`src/rtl/countdown_timer_pkg.sv`:
```
// Shared types and constants for the loadable countdown timer.
package countdown_timer_pkg;

    typedef enum logic {IDLE, RUN} state_t;

    localparam int unsigned CT_WIDTH_DEFAULT = 4;

endpackage

```
`src/rtl/countdown_timer_if.sv`:
```
// Load handshake bundle: requester drives value/mode, timer answers with ready.
interface countdown_timer_if
    import countdown_timer_pkg::*;
#(
    parameter int unsigned WIDTH = CT_WIDTH_DEFAULT
);

    logic             load_valid;
    logic             load_ready;
    logic [WIDTH-1:0] load_value;
    logic             periodic;

    modport master (
        output load_valid,
        output load_value,
        output periodic,
        input  load_ready
    );

    modport slave (
        input  load_valid,
        input  load_value,
        input  periodic,
        output load_ready
    );

endinterface

```
`src/rtl/countdown_timer.sv`:
```
// Loadable down-counter with one-shot/periodic modes and a one-cycle done pulse.
module countdown_timer
    import countdown_timer_pkg::*;
#(
    parameter int unsigned WIDTH = CT_WIDTH_DEFAULT
) (
    input  logic             clk,
    input  logic             rst,
    input  logic             en,
    input  logic             abort,
    countdown_timer_if.slave ld,
    output logic [WIDTH-1:0] count,
    output logic             busy,
    output logic             done
);

    state_t           state_q, state_d;
    logic [WIDTH-1:0] count_q, count_d;
    logic [WIDTH-1:0] reload_q, reload_d;
    logic             mode_q, mode_d;
    logic             done_q, done_d;
    logic             busy_q, ready_q;

    always_ff @(posedge clk) begin
        if (rst) begin
            state_q  <= IDLE;
            count_q  <= '0;
            reload_q <= '0;
            mode_q   <= 1'b0;
            done_q   <= 1'b0;
            busy_q   <= 1'b0;
            ready_q  <= 1'b1;
        end else begin
            state_q  <= state_d;
            count_q  <= count_d;
            reload_q <= reload_d;
            mode_q   <= mode_d;
            done_q   <= done_d;
            // busy/ready decoded from next state so they stay registered outputs
            busy_q   <= (state_d == RUN);
            ready_q  <= (state_d == IDLE);
        end
    end

    always_comb begin
        state_d  = state_q;
        count_d  = count_q;
        reload_d = reload_q;
        mode_d   = mode_q;
        done_d   = 1'b0;
        unique case (state_q)
            IDLE: begin
                if (ld.load_valid) begin
                    count_d  = ld.load_value;
                    reload_d = ld.load_value;
                    mode_d   = ld.periodic;
                    if (ld.load_value != '0) begin
                        state_d = RUN;
                    end else begin
                        done_d = 1'b1;
                    end
                end
            end
            RUN: begin
                if (abort) begin
                    state_d = IDLE;
                    count_d = '0;
                end else if (en) begin
                    if (count_q > WIDTH'(1)) begin
                        count_d = count_q - WIDTH'(1);
                    end else if (mode_q) begin
                        count_d = reload_q;
                        done_d  = 1'b1;
                    end else begin
                        count_d = '0;
                        done_d  = 1'b1;
                        state_d = IDLE;
                    end
                end
            end
            default: state_d = IDLE;
        endcase
    end

    assign count         = count_q;
    assign busy          = busy_q;
    assign done          = done_q;
    assign ld.load_ready = ready_q;

endmodule
```
`src/flat_wrapper.sv`:
```
// flat-port wrapper written by rule: the top's interface ports become plain ports
module countdown_timer_flat import countdown_timer_pkg::*;
#(
    parameter int unsigned WIDTH = CT_WIDTH_DEFAULT
)
  (clk, rst, en, abort, count, busy, done, ld_load_valid, ld_load_value, ld_periodic, ld_load_ready);
  countdown_timer_if #(.WIDTH(WIDTH)) ld_i ();
  input  logic clk;
  input  logic rst;
  input  logic en;
  input  logic abort;
  output logic [WIDTH-1:0] count;
  output logic busy;
  output logic done;
  input wire logic [$bits(ld_i.load_valid)-1:0] ld_load_valid;
  input wire logic [$bits(ld_i.load_value)-1:0] ld_load_value;
  input wire logic [$bits(ld_i.periodic)-1:0] ld_periodic;
  output wire logic [$bits(ld_i.load_ready)-1:0] ld_load_ready;
  assign ld_i.load_valid = ld_load_valid;
  assign ld_i.load_value = ld_load_value;
  assign ld_i.periodic = ld_periodic;
  assign ld_load_ready = ld_i.load_ready;
  countdown_timer #(.WIDTH(WIDTH)) u_core (.clk(clk), .rst(rst), .en(en), .abort(abort), .ld(ld_i), .count(count), .busy(busy), .done(done));
endmodule
```
`config.mk`:
```
export PLATFORM = sky130hd
export DESIGN_NAME = countdown_timer_flat
export DESIGN_NICKNAME = d
export VERILOG_FILES = /design/src/rtl/countdown_timer_pkg.sv /design/src/rtl/countdown_timer_if.sv /design/src/rtl/countdown_timer.sv /design/src/flat_wrapper.sv
export SDC_FILE = /design/constraint.sdc
export NUM_CORES = 1
export LEC_CHECK = 0
export ABC_AREA = 1
export CORE_AREA = 8 8 45 47
export DETAILED_ROUTE_END_ITERATION = 8
export DIE_AREA = 0 0 53 55
export DONT_BUFFER_PORTS = 1
export GPL_ROUTABILITY_DRIVEN = 0
export MAX_ROUTING_LAYER = met4
export PLACE_DENSITY = 0.71
export SYNTH_ARGS = -nofsm -noshare
export SYNTH_HDL_FRONTEND = slang
export SYNTH_SLANG_ARGS = --single-unit
```
`constraint.sdc`:
```
create_clock -name clk -period 2.4 [get_ports clk]
set_clock_uncertainty 0.05 [all_clocks]
set_input_delay 0.24 -clock clk [delete_from_list [all_inputs] [get_ports clk]]
set_output_delay 0.24 -clock clk [all_outputs]
set_load 0.005 [all_outputs]
```
==> metrics, run 1 <==
category of the worst setup path capture point=register; count of unresolved DRC violations after routing=0; IO buf count=0; GR Overflow Total=0; Initial Utilization=0.4702; post-synth top area share=0.3692; number of H-tree levels=1; sequential cell area fraction in the yosys report=0.3692; required time worst endpoint=about 2.5 ns; Achievable Freq=707.6 MHz; clock period minus final worst setup slack=roughly 1.4 ns; P per Cell Area=about 700 mW/mm²; total CTS buffers=3; GRT Total Usage=0.1136; die extent in x=53 µm; number of nets in the finished design=about 120; clock-pin slew on the worst setup and hold paths=0.08 ns; maximum number of pins on one net before global-route repair=9; wire length of the first global-routing pass=~2.4 mm; via density per instance=5.156; power after layout=roughly 500 µW; switching portion of total power=0.3060; die extent in y=approximately 55 µm; Peak VDD IR=approximately 0.32 mV; floorplan die area=between 0.002 and 0.003 mm²; Floorplan Core Area=around 0.0014 mm²; post-synthesis average cell area=~6.4 µm²; Syn Std Cell Area=between 600 and 700 µm²; average detailed-routed wire length per instance=roughly 12 µm; Final setup violation count=0; layout cells sized above 1=0.1132; area delta synth->final=10.19%; cell at the slowest stage of the critical path=dfxtp_1; minimum setup slack in the final design=0.9867 ns; switching component of the power=152.9 µW; hold bufs inserted after CTS=1; clk sink count=12; yosys warns=0; routed vias=approximately 630; critical path peak fanout=5; Slew HR=0.8327; maximum number of buffers from clock root to sink=2; cell type with the highest occurrence count on the critical path=nand2_1; leading post-synthesis cells by cell area=dfxtp_1 37%, nand2_1 18%, o21ai_0 7.7%; RSZ-0062 raised after global routing=false; root buffer selected by CTS=clkbuf_4; max-slew violation total from the final report=0; vias in the first global route=~620; number of instances in the placed design=between 100 and 150; crit share post-route=0.5889; combinational share of power=0.217; most used cells in the layout excluding fill and tap cells=32 x nand2_1, 13 x inv_1, 12 x dfxtp_1; register bit total from synthesis=12; count of unique library cells instantiated by Yosys=15; critical path data arrival time=~1.5 ns; clock network power share=0.315; part of the power in registers=0.469; initial drt markers=13; num rows=14; most common cell after layout, fill and taps aside=nand2_1; Post-CTS Setup Bufs=0; setup total negative slack=0 ns; remaining antenna violation count=0; drt first pass iters=4; cell-internal power=about 350 µW; post-synthesis net count=113; number of primary I/O pins=17; outcome=completed; Largest stage delay, worst path=0.41 ns; critical path class=reg -> reg; Cell Count, Final, Fillers Out=between 100 and 150; clock tree from TritonCTS=built; number of hold violations in the final report=0; Cells after Synth=101; path type of the worst min-delay path=in -> reg; antenna fix cells=0; total of max-cap violations=0; CP startpoint kind=register; placed wire-length estimate after detailed placement=about 1.2 mm; static power due to leakage=0.3535 nW; number of antenna violations at the first check in global routing=0; later-pin clock latency in the skew report=about 0.27 ns; number of resized instances in the post-cts repair step=0; slew at the pin closest to its max-slew limit=about 0.25 ns; cell taking the most area after synthesis=dfxtp_1; worst slack after detailed placement=roughly 1 ns; list of cells traversed by the critical path=inv_1, ha_1, inv_1, nand2_1, nand2_2, nor2_2, nand2_1, nand2_1, nand2_1, nand2_1; DRT Wirelength=1.496 mm
[power by group through the flow]
stage	clock [mW]	combinational, mW	sequential (mW)
finish	0.157	0.108	0.234
floorplan	0	0.0859	0.234
global route	0.169	0.124	0.237
CTS	0.162	0.107	0.234
detailed placement	0	0.104	0.239
global placement	0	0.102	0.239
[state kept, by name, indices dropped and copies added (netlist names)]
name                  cells
u_core.ld.load_ready      1
u_core.busy               1
u_core.reload_q           4
u_core.done               1
u_core.count              4
u_core.mode_q             1
[metal layers]
layer / vias to the layer above / share of wire / GRT usage
met4: 0 / 0.0094 / 0.06466
met1: 284 / 0.44 / 0.1181
met5: - / 0 / -
met2: 17 / 0.49 / 0.1855
li1: 326 / - / -
met3: 2 / 0.059 / 0.03743
[critical path, delay by kind of cell (launching register included)]
family / cells / cell delay (ns)
and+or+nand+nor: 7 / 0.44
DFF: 1 / 0.41
adders and majority gates: 1 / 0.25
buffers and inverters: 2 / 0.17
[Yosys cell counts (all sizes together)]
cell type,instances
inv,15
ha,2
nand4,1
nor2,11
nand3,6
dfxtp,12
or2,2
nand2,34
a21oi,7
o21ai,11
[worst paths after layout]
kind,from,to,slack (ns),depth (start not counted)
hold reg to reg,u_core.reload_q[0],u_core.reload_q[0],0.47,2
setup reg to reg,u_core.count[0],u_core.ld.load_ready,0.99,10
hold / removal,rst,u_core.ld.load_ready,0.1,2
setup / recovery,u_core.count[0],u_core.ld.load_ready,0.99,10
[cells by family (layout without fill, tap and decap cells)]
logic type | count (synthesis) | in the layout | synth area share
compound gates | 18 | 18 | 0.1442
fa+ha+maj | 2 | 2 | 0.03846
flops | 12 | 12 | 0.3692
simple gates | 54 | 54 | 0.3615
buf+inv | 15 | 20 | 0.08655
[stage by stage]
step	hold WS, ns	util	cell area [µm²]
2_1_floorplan	0.2591	-	650.6
3_3_place_gp	0.2636	0.4846	670.6
3_5_place_dp	0.2621	0.4846	670.6
4_1_cts	0.08746	0.5181	716.9
5_1_grt	0.1171	0.5181	716.9
6_report	0.09524	0.5181	716.9
[area by class of cell]
cell class	count	area, µm²
multi-input cells	74	354.1
repair buffers	1	10.01
well taps	16	20.02
inverters	15	56.30
clock buffers	4	36.28
flip-flops and latches	12	240.2
fillers	131	666.9
Power figures use the tool's default switching activity.
==> run 2: changes to the inputs <==
- clock period: 2.4 -> 1.5 ns (I/O delays scaled with it)
==> run 2 against run 1 <==
  * Critical path depth is 3 lower
  * Core utilization rose by 0.63 points
  * Count of clock-buffer cells in the layout did not move
  * Cell area increased by 1.2%
  * First-iteration DRC count rose by 62%
  * Sequential cell count did not move
==> metrics, run 2 (synthesized netlist as in run 1, its figures left out) <==
critical path peak fanout=4; number of nets in the finished design=120; critical path data arrival time=between 1 and 1.5 ns; static power due to leakage=about 0.36 nW; P per Cell Area=1105 mW/mm²; Final setup violation count=0; outcome=completed; cell-internal power=approximately 560 µW; via density per instance=~5.2; maximum number of pins on one net before global-route repair=9; most used cells in the layout excluding fill and tap cells=32 x nand2_1, 13 x inv_1, 11 x dfxtp_1; Initial Utilization=0.4702; crit share post-route=0.9087; DRT Wirelength=1.424 mm; clock-pin slew on the worst setup and hold paths=around 0.07 ns; path type of the worst min-delay path=in -> reg; floorplan die area=approximately 0.003 mm²; slew at the pin closest to its max-slew limit=roughly 0.25 ns; antenna fix cells=0; vias in the first global route=just over 600; GRT Total Usage=0.1146; initial drt markers=21; total of max-cap violations=0; Post-CTS Setup Bufs=0; switching portion of total power=0.3027; Floorplan Core Area=between 0.001 and 0.0015 mm²; drt first pass iters=4; wire length of the first global-routing pass=~2.4 mm; count of unresolved DRC violations after routing=0; clock network power share=0.315; total CTS buffers=3; area delta synth->final=11.54%; number of hold violations in the final report=0; required time worst endpoint=around 1.6 ns; RSZ-0062 raised after global routing=false; root buffer selected by CTS=clkbuf_4; later-pin clock latency in the skew report=approximately 0.28 ns; list of cells traversed by the critical path=inv_1, ha_1, nor2_1, nor2_1, nand2_1, nand3_1, a21oi_1; max-slew violation total from the final report=0; number of antenna violations at the first check in global routing=0; Peak VDD IR=between 0.5 and 0.6 mV; number of H-tree levels=1; setup total negative slack=0 ns; worst r2r path cells=7; die extent in x=~53 µm; category of the worst setup path capture point=register; maximum number of buffers from clock root to sink=2; clock tree from TritonCTS=built; Slew HR=0.8354; Cells on Worst Hold Path=3; clock period minus final worst setup slack=around 1.4 ns; cell at the slowest stage of the critical path=dfxtp_1; IO buf count=0; GR Overflow Total=0; switching component of the power=around 240 µW; num rows=14; die extent in y=55 µm; Largest stage delay, worst path=~0.33 ns; clk sink count=12; combinational share of power=0.219; remaining antenna violation count=0; layout cells sized above 1=0.1308; most common cell after layout, fill and taps aside=nand2_1; critical path class=reg -> reg; part of the power in registers=0.466; number of primary I/O pins=17; routed vias=636; average detailed-routed wire length per instance=around 12 µm; final cell utilization of the core=0.5244; cell type with the highest occurrence count on the critical path=nor2_1; CP startpoint kind=register; placed wire-length estimate after detailed placement=~1.2 mm; Achievable Freq=733.6 MHz
## run 2: cell count changes in the layout (fill, tap and decap cells not counted), sizes merged
cell and delta:
buf +1
## run 2: layer usage
layer	wire length (µm)	vias up	global-route usage	part of all wire
li1	-	331	-	-
met1	620	283	0.1179	0.44
met2	683	17	0.1836	0.48
met3	81	5	0.03743	0.057
met4	38	0	0.07759	0.027
met5	0	-	-	0
## run 2: metrics by stage
step / setup slack [ns] / hold WS (ns) / total power, mW / instance area (µm²) / instances
floorplan: 0.2403 / 0.1691 / 0.5121 / 650.6 / 101
CTS: 0.1380 / 0.01709 / 0.8083 / 724.4 / 123
detailed placement: 0.1496 / 0.1749 / 0.5511 / 678.2 / 118
global route: 0.01258 / 0.02927 / 0.8538 / 725.7 / 123
finish: 0.1369 / 0.01888 / 0.8022 / 725.7 / 123
global placement: 0.1897 / 0.1737 / 0.5486 / 678.2 / 118
## run 2: timing repair
action                                 CTS  global route
hold buffers                             1             0
setup endpoints to repair                0             2
resized for setup                        0             1
endpoints found under the hold margin    7             0
## run 2: final timing paths
path | startpoint | to | slack (ns)
max | u_core.count[1] | u_core.count[2] | 0.14
max reg2reg | u_core.count[1] | u_core.count[2] | 0.14
min reg2reg | u_core.reload_q[0] | u_core.reload_q[0] | 0.47
min | abort | u_core.done | 0.02
## run 2: power by group through the flow
stage          Sequential, mW  Clock (mW)  Combinational, mW
2_1_floorplan           0.375           0              0.137
3_3_place_gp            0.381           0              0.168
3_5_place_dp            0.382           0              0.169
4_1_cts                 0.374       0.259              0.175
5_1_grt                 0.379       0.273              0.202
6_report                0.374       0.253              0.176
## run 2: area by class of cell
class	count	area, µm²
Fill cell	148	658.1
Multi-Input combinational cell	74	354.1
Sequential cell	12	241.5
Inverter	15	56.30
Clock buffer	4	36.28
Tap cell	16	20.02
Timing Repair Buffer	2	17.52
## run 2: worst max-delay path, delay by kind of cell (launching register included)
kind / cells / cell delay [ns]
flip-flops: 1 / 0.33
AND/OR/NAND/NOR: 4 / 0.47
adder cells (fa/ha/maj): 1 / 0.23
AO/OA/AOI/OAI: 1 / 0.06
buffers and inverters: 1 / 0.12
==> run 3: changes to the inputs <==
- RECOVER_POWER: not set -> 100
==> run 3 against run 2 <==
  * Non-clock buffer count unchanged
  * Critical path depth stayed put
  * Clock power barely moved
  * Maximum frequency up 0.48%
  * Die area did not move
  * Count of clock-buffer cells in the layout is the same
  * First-iteration DRC count down 4.8%
  * Critical path type unchanged
  * Core utilization decreased by 0.18 points
  * Global-route usage did not move
  * Sequential share of layout area grew 0.12 points
  * Worst hold slack improved by 0.0064 ns
  * Sequential cell count unchanged
==> metrics, run 3 (synthesized netlist as in run 1, its figures left out) <==
outcome=completed; num rows=14; list of cells traversed by the critical path=inv_1, ha_1, nor2_1, nor2_1, nand2_1, nand3_1, a21oi_1; clock period minus final worst setup slack=between 1 and 1.5 ns; wire length of the first global-routing pass=approximately 2.4 mm; DRT Wirelength=around 1.4 mm; met3 wirelength from detailed routing=between 80 and 90 µm; path type of the worst min-delay path=in -> reg; Hold WS=approximately 0.025 ns; power after layout=between 700 and 800 µW; total CTS buffers=3; static power due to leakage=between 0.3 and 0.4 nW; count of unresolved DRC violations after routing=0; number of primary I/O pins=17; Floorplan Core Area=approximately 0.0014 mm²; Post-CTS Setup Bufs=0; Top delay family on crit path=simple AND/OR/NAND/NOR gates; vias in the first global route=approximately 610; category of the worst setup path capture point=register; die extent in x=around 53 µm; floorplan die area=0.002915 mm²; crit share post-route=0.9043; drt first pass iters=4; Layout fillers=~150; maximum number of pins on one net before global-route repair=9; GRT Total Usage=0.1146; Routed met2 length=between 600 and 700 µm; GR Overflow Total=0; layout cells sized above 1=0.1028; number of hold violations in the final report=0; area occupied by multi-input gates=between 300 and 400 µm²; critical path class=reg -> reg; Post-Layout Inst Area=723.2 µm²; setup total negative slack=0 ns; P per Cell Area=about 1100 mW/mm²; most common cell after layout, fill and taps aside=nand2_1; clock-pin slew on the worst setup and hold paths=around 0.070 ns; wire length the detailed router placed on met1=slightly above 600 µm; Final setup violation count=0; root buffer selected by CTS=clkbuf_4; cell at the slowest stage of the critical path=dfxtp_1; clk sink count=12; Largest stage delay, worst path=approximately 0.33 ns; Cells on Worst Hold Path=3; routed vias=roughly 640; worst r2r path cells=7; Worst R2R End=u_core.count[2]; clock tree from TritonCTS=built; Peak VDD IR=around 0.51 mV; via density per instance=5.179; placed wire-length estimate after detailed placement=1.184 mm; Hold Crit Start=abort; max-slew violation total from the final report=0; post-place instance area=between 600 and 700 µm²; IO buf count=0; critical path peak fanout=4; antenna fix cells=0; slew at the pin closest to its max-slew limit=approximately 0.25 ns; total of max-cap violations=0; RSZ-0062 raised after global routing=false; final cell utilization of the core=0.5226; number of antenna violations at the first check in global routing=0; startpoint of the most critical register-to-register path=u_core.count[1]; critical path data arrival time=1.47 ns; Slew HR=0.8359; register area=about 240 µm²; later-pin clock latency in the skew report=0.27 ns; most used cells in the layout excluding fill and tap cells=33 x nand2_1, 15 x inv_1, 11 x dfxtp_1; number of nets in the finished design=120; required time worst endpoint=1.62 ns; area delta synth->final=11.15%; average detailed-routed wire length per instance=between 10 and 15 µm; Initial Utilization=0.4702; die extent in y=55 µm; Achievable Freq=737.2 MHz; highest layer used for signal routing=met4; cell type with the highest occurrence count on the critical path=nor2_1; sink of the worst hold path=u_core.count[0]; remaining antenna violation count=0; Register-to-Register Setup Slack=between 0.1 and 0.15 ns; initial drt markers=20; number of H-tree levels=1; sum of buffers and inverters on the critical path=1; maximum number of buffers from clock root to sink=2; CP startpoint kind=register
run 3: changes by cell type in the layout (fill, tap and decap cells not counted):
cell	delta
inv_1	+2
inv_2	-2
nand2_1	+1
nand2_2	-1
run 3: worst max-delay path by stage:
stage / endpoint / startpoint / slack, ns / cells after the start
final: u_core.count[2] / u_core.count[1] / 0.14 / 7
after global routing: u_core.busy / u_core.count[1] / 0.01 / 9
after CTS: u_core.ld.load_ready / u_core.count[0] / 0.14 / 10
after detailed placement: u_core.ld.load_ready / u_core.count[0] / 0.15 / 10
after global placement: u_core.count[2] / u_core.count[1] / 0.19 / 7
after floorplan: u_core.ld.load_ready / u_core.count[0] / 0.24 / 10
run 3: through the flow:
stage          std cells  setup WS, ns
6_report             123        0.1435
5_1_grt              123       0.01258
4_1_cts              123        0.1380
3_5_place_dp         118        0.1496
3_3_place_gp         118        0.1897
2_1_floorplan        101        0.2403
run 3: final cells by class:
cell class | count | share of cell area
Clock buffer | 4 | 0.05017
Inverter | 15 | 0.07785
Multi-Input combinational cell | 74 | 0.4862
Sequential cell | 12 | 0.3339
Tap cell | 16 | 0.02768
Timing Repair Buffer | 2 | 0.02422
run 3: worst min-delay path, delay by kind of cell:
family | cells | cell delay (ns)
and+or+nand+nor | 2 | 0.10
AOI/OAI and AO/OA | 1 | 0.05
run 3: routing by layer:
layer	up-vias	track usage
met5	-	-
met1	285	0.1179
met2	19	0.1836
met3	5	0.03743
met4	0	0.07759
li1	328	-
run 3: where the power goes:
part           internal (mW)  switching (mW)
clock network          0.148           0.104
registers              0.347          0.0261
logic                 0.0636           0.110
run 3: repair_timing:
action,in CTS,in global routing
resized for setup,0,1
hold endpoints to repair,7,0
hold buffers,1,0
setup endpoints to repair,0,2
